<file path="src/rtl/hsk_protocol_monitor.sv">
// Passive multi-channel valid/ready monitor: sticky violation flags plus saturating transfer counters.
// Optional macro HSK_MON_ASSERT_EN compiles in per-channel concurrent assertions.
module hsk_protocol_monitor #(
   parameter int NUM_CH  = 4,
   parameter int DATA_W  = 8,
   parameter int CNT_W   = 16,
   parameter int TIMEOUT = 64
) (
   input  logic                     clk,
   input  logic                     rst,
   input  logic                     clr,
   input  logic [NUM_CH-1:0]        valid,
   input  logic [NUM_CH-1:0]        ready,
   input  logic [NUM_CH*DATA_W-1:0] data,
   output logic [NUM_CH-1:0]        err_drop,
   output logic [NUM_CH-1:0]        err_data,
   output logic [NUM_CH-1:0]        err_timeout,
   output logic                     any_err,
   output logic [NUM_CH*CNT_W-1:0]  xfer_cnt
);

   localparam int STALL_W = (TIMEOUT < 1) ? 1 : $clog2(TIMEOUT + 1);
   localparam logic [STALL_W-1:0] STALL_MAX   = STALL_W'(TIMEOUT);
   localparam logic [STALL_W-1:0] STALL_FIRST = (TIMEOUT == 0) ? '0 : STALL_W'(1);

   localparam logic [0:0] ST_IDLE = 1'b0;
   localparam logic [0:0] ST_PEND = 1'b1;

   logic [NUM_CH-1:0] drop_nxt;
   logic [NUM_CH-1:0] data_nxt;
   logic [NUM_CH-1:0] to_nxt;

   for (genvar i = 0; i < NUM_CH; i++) begin : g_ch
      logic [0:0]         state;
      logic [0:0]         state_nxt;
      logic [DATA_W-1:0]  cap;
      logic [DATA_W-1:0]  cap_nxt;
      logic [DATA_W-1:0]  din;
      logic [STALL_W-1:0] stall;
      logic [STALL_W-1:0] stall_nxt;
      logic [CNT_W-1:0]   cnt;
      logic               ev_xfer;
      logic               ev_drop;
      logic               ev_data;
      logic               ev_to;

      assign din = data[i*DATA_W +: DATA_W];

      always_comb begin
         state_nxt = state;
         cap_nxt   = cap;
         stall_nxt = stall;
         ev_xfer   = 1'b0;
         ev_drop   = 1'b0;
         ev_data   = 1'b0;
         case (state)
            ST_IDLE: begin
               if (valid[i]) begin
                  if (ready[i]) begin
                     ev_xfer = 1'b1;
                  end else begin
                     state_nxt = ST_PEND;
                     cap_nxt   = din;
                     stall_nxt = STALL_FIRST;
                  end
               end
            end
            default: begin
               if (!valid[i]) begin
                  ev_drop   = 1'b1;
                  state_nxt = ST_IDLE;
                  stall_nxt = '0;
               end else begin
                  // Captured value is held, so every differing cycle is compared to the original.
                  ev_data = (din != cap);
                  if (ready[i]) begin
                     ev_xfer   = 1'b1;
                     state_nxt = ST_IDLE;
                     stall_nxt = '0;
                  end else if (stall != STALL_MAX) begin
                     stall_nxt = stall + 1'b1;
                  end
               end
            end
         endcase
         // Fires only on the cycle the stall count first arrives at the limit; no re-arm while pending.
         ev_to = (TIMEOUT != 0) && (state_nxt == ST_PEND) && (stall_nxt == STALL_MAX)
                 && !((state == ST_PEND) && (stall == STALL_MAX));
      end

      always_ff @(posedge clk) begin
         if (rst) begin
            state <= ST_IDLE;
            cap   <= '0;
            stall <= '0;
            cnt   <= '0;
         end else begin
            state <= state_nxt;
            cap   <= cap_nxt;
            stall <= stall_nxt;
            if (clr) begin
               cnt <= '0;
            end else if (ev_xfer && (cnt != '1)) begin
               cnt <= cnt + 1'b1;
            end
         end
      end

      assign xfer_cnt[i*CNT_W +: CNT_W] = cnt;
      assign drop_nxt[i] = ~clr & (err_drop[i]    | ev_drop);
      assign data_nxt[i] = ~clr & (err_data[i]    | ev_data);
      assign to_nxt[i]   = ~clr & (err_timeout[i] | ev_to);

`ifdef HSK_MON_ASSERT_EN
      a_valid_hold: assert property (@(posedge clk) disable iff (rst)
         (valid[i] && !ready[i]) |=> valid[i])
         else $error("hsk_protocol_monitor: valid dropped while pending on channel %0d", i);

      a_data_stable: assert property (@(posedge clk) disable iff (rst)
         (valid[i] && !ready[i]) |=> $stable(din))
         else $error("hsk_protocol_monitor: data changed while pending on channel %0d", i);

      if (TIMEOUT != 0) begin : g_to_chk
         a_no_timeout: assert property (@(posedge clk) disable iff (rst) !ev_to)
            else $error("hsk_protocol_monitor: stall timeout on channel %0d", i);
      end
`else
      // Flags are the only reporting path in this build.
`endif
   end

   // any_err is built from next-state flags so it lands on the same edge as the flag itself.
   always_ff @(posedge clk) begin
      if (rst) begin
         err_drop    <= '0;
         err_data    <= '0;
         err_timeout <= '0;
         any_err     <= 1'b0;
      end else begin
         err_drop    <= drop_nxt;
         err_data    <= data_nxt;
         err_timeout <= to_nxt;
         any_err     <= |{drop_nxt, data_nxt, to_nxt};
      end
   end

endmodule

</file>
<file path="config.mk">
export PLATFORM = sky130hd
export DESIGN_NAME = hsk_protocol_monitor
export DESIGN_NICKNAME = d
export VERILOG_FILES = /design/src/rtl/hsk_protocol_monitor.sv
export SDC_FILE = /design/constraint.sdc
export NUM_CORES = 1
export LEC_CHECK = 0
export CAP_MARGIN = 5
export CORE_ASPECT_RATIO = 2
export CORE_UTILIZATION = 40
export CTS_CLUSTER_DIAMETER = 80
export DETAILED_ROUTE_END_ITERATION = 6
export DONT_BUFFER_PORTS = 1
export PLACE_DENSITY_LB_ADDON = 0.15
export SLEW_MARGIN = 30
export SYNTH_ARGS = -nofsm -noshare
export SYNTH_HDL_FRONTEND = slang
export SYNTH_SLANG_ARGS = --single-unit
</file>
<file path="constraint.sdc">
create_clock -name clk -period 4.1 [get_ports clk]
set_clock_uncertainty 0.2 [all_clocks]
set_input_delay 0 -clock clk [delete_from_list [all_inputs] [get_ports clk]]
set_output_delay 0 -clock clk [all_outputs]
set_load 0.03 [all_outputs]
</file>
==> impl_metrics.py <==
metrics = {
    "setup_path": {
        "r2r_slack_ns": 1.47,
        "crit_arrival_ns": 2.70,
        "critical_path_buf_inv_count": 0,
        "crit_top_cell": "nor2_1",
        "crit_start": "g_ch[0].cnt[7]$_SDFFE_PP0P_",
        "start_kind": "flop",
        "r2r_cells": 7,
        "cp-end-kind": "flop",
        "cp_max_fo": 6,
        "required_ns": 4.18,
        "critical-path-top-delay-family": "simple AND/OR/NAND/NOR gates",
        "crit_type": "reg2reg",
        "critPathMaxStageDelay_ns": 0.69,
        "r2r_end": "g_ch[0].cnt[10]$_SDFFE_PP0P_",
        "cpMaxStageDelayCell": "o31ai_1",
        "path_cells": "and3_1, nand3_1, o31ai_1, nor2_1, nand2_1, xor2_1, nor2_1",
        "r2r-start": "g_ch[0].cnt[7]$_SDFFE_PP0P_",
    },
    "min_path": {
        "hold_class": "in2reg",
        "hold_end": "err_data[1]$_SDFF_PP0_",
        "min_from": "data[9]",
        "hold_depth": 5,
    },
    "floorplan": {
        "initial_core_util_pct": 41.1,
        "die_w_um": 93.4,
        "die_y_um": 185,
        "ios": 120,
        "core-area_um2": 16300,
        "dieArea_um2": 17300,
        "rows": 66,
    },
    "placed_design": {
        "dpl.hpwl_mm": 11.5,
        "numPortBuffers": 0,
        "gp_congestion": 0.843,
        "placed_area_um2": 6830,
    },
    "logic_synthesis": {
        "syn_area_per_cell_um2": 8.20,
        "ys_seq_area_share_pct": 42.2,
        "postSynth.asyncResetShare_pct": 0,
        "ys_warn_count": 0,
        "ys_seq_elements": 141,
        "synth-edff-count": 0,
        "ys_types": 51,
        "synth_area_leaders": "dfxtp_1 (42%), xor2_1 (11%), nor2_1 (7.5%), nand2_1 (4.7%), a21oi_1 (4.2%)",
        "synth_top_cell_by_area": "dfxtp_1",
        "syn_nets": 870,
        "ys.flop_type": "dfxtp_1",
        "synth_area_um2": 6680,
        "synth_top_area_share_pct": 42.2,
        "syn-instance-count": 815,
    },
    "clocking": {
        "clk_pin_slew_ns": 0.06,
        "cts_root_buffer": "clkbuf_16",
        "cts.path.max_buffers": 2,
        "clkSinkCount": 141,
        "postCtsResizedCells": 0,
        "cts_tree": "yes",
        "cts_hold_buf": 56,
        "clk_latency_ns": 0.42,
        "cts_made_buffers": 17,
        "postCtsSetupRepairBufs": 0,
        "cts_max_level": 4,
    },
    "drt": {
        "wl_mm": 16.7,
        "drt_iter0_markers": 245,
        "ant_nets": 0,
        "wl_per_cell_um": 15.5,
        "route.detailed.drc": 0,
        "routed_via_density": 5.43,
        "detailroute.via_count": 5860,
        "dr.pass1.iters": 4,
    },
    "power_and_ir_drop": {
        "p_int_mw": 2.37,
        "p_sw_share_pct": 23.8,
        "p_seq_share_pct": 45.8,
        "p_clk_share_pct": 48.3,
        "p_switching_mw": 0.743,
        "pwr-share-comb_pct": 6.0,
        "powerDensity_nw_per_um2": 390,
        "leakage_nw": 2.87,
        "peakVddDrop_uv": 257,
        "power.total_mw": 3.12,
    },
    "sta": {
        "hold_slack_ns": 0.0222,
        "grt_setup_unrepaired": "false",
        "finalSetupViolations": 0,
        "drv_slew": 0,
        "max-slew-margin-rel_pct": 41.9,
        "hold_viol": 0,
        "min_period_ns": 2.63,
        "tightest_slew_ns": 0.871,
        "finalCritPeriodShare_pct": 64.0,
        "fin_setup_tns_ns": 0,
        "fmax_ghz": 0.381,
    },
    "run_status": {
        "status": "completed",
    },
    "layout": {
        "fin_nets": 915,
        "drive_above_1_share_pct": 5.27,
        "layout_common_cells": "dfxtp_1 (141), nor2_1 (133), nand2_1 (84)",
        "syn_to_final_growth_pct": 19.6,
        "multi_input_area_um2": 3660,
        "utilization_pct": 49.1,
        "final_common_cell": "dfxtp_1",
        "nFillCells": 1558,
        "regArea_um2": 2820,
        "final_design_area_no_fill_um2": 7990,
    },
    "global_route": {
        "grt_pass1_vias": 5815,
        "grt_overflow_total": 0,
        "grt_pass1_wl_mm": 27.0,
        "grt_max_degree": 65,
        "antenna_found_initial": 2,
        "grt_usage_pct": 20.1,
    },
    "job": {
        "drv_cap": 0,
    },
}
## stage by stage
step	setup WS (ns)	cells
6_report	1.47	1079
5_1_grt	1.27	1079
4_1_cts	1.44	1077
3_5_place_dp	1.46	989
3_3_place_gp	1.53	989
2_1_floorplan	1.88	815
## layer usage
metal  vias to the layer above  track usage, %  wire length (um)
met5                         -               0                 0
met3                        32            6.36              1060
met2                       143            36.4              8680
li1                       2907               -                 -
met1                      2778            19.2              6180
met4                         0            12.9               772
## worst max-delay path by stage
stage                                               to  cells after the start  slack [ns]
after detailed placement  g_ch[0].cnt[10]$_SDFFE_PP0P_                      7        1.46
after global routing      g_ch[0].cnt[10]$_SDFFE_PP0P_                      7        1.27
final                     g_ch[0].cnt[10]$_SDFFE_PP0P_                      7        1.47
after floorplan           g_ch[3].cnt[13]$_SDFFE_PP0P_                      7        1.88
after global placement    g_ch[0].cnt[10]$_SDFFE_PP0P_                      7        1.53
after CTS                 g_ch[0].cnt[10]$_SDFFE_PP0P_                      7        1.44
## worst register-to-register path, stage by stage (launching register included)
cell and delay, ns:
dfxtp_1 0.59, and3_1 0.30, nand3_1 0.20, o31ai_1 0.69, nor2_1 0.17, nand2_1 0.13, xor2_1 0.16, nor2_1 0.05
## final cells by class
type                    count  share of cell area [%]
clock buffers              19                    5.42
repair buffers             58                    7.42
clock inverters            13                    1.79
well taps                 204                    3.19
inverters                  21                   0.987
flip-flops and latches    141                    35.3
multi-input cells         621                    45.8
diodes                      2                  0.0626
## state kept, by name, indices dropped and copies added, names as in the netlist
register     flops
any_err          1
err_data         4
err_drop         4
err_timeout      4
g_ch.cap        32
g_ch.cnt        64
g_ch.stall      28
g_ch.state       4
## power by group through the flow
stage	Sequential [mW]	Clock, mW	Combinational, mW
finish	1.43	1.50	0.186
global route	1.43	1.61	0.208
CTS	1.43	1.56	0.185
detailed placement	1.46	0	0.120
global placement	1.45	0	0.116
floorplan	1.44	0	0.110
## kinds of logic (layout without fill, tap and decap cells)
kind of cell | count (synthesis) | count (layout) | synth area share [%]
AOI/OAI and AO/OA | 144 | 144 | 12.5
buffers and inverters | 53 | 111 | 3.00
xor gates and xnor gates | 107 | 107 | 14.0
and+or+nand+nor | 354 | 354 | 25.4
muxes | 4 | 4 | 0.599
adders and majority gates | 12 | 12 | 2.25
other | 0 | 2 | 0
DFF | 141 | 141 | 42.2
## synth_stat cells, types with 10 or more instances
cell type and instances:
a31oi_1 18, nor2_1 133, inv_1 21, a21oi_1 56, and3_1 14, nor3_1 10, nand4_1 23, o21ai_0 47
clkbuf_1 30, dfxtp_1 141, ha_1 12, xnor2_1 26, xor2_1 81, nand3_1 35, nand2_1 84
Power figures use the tool's default switching activity.
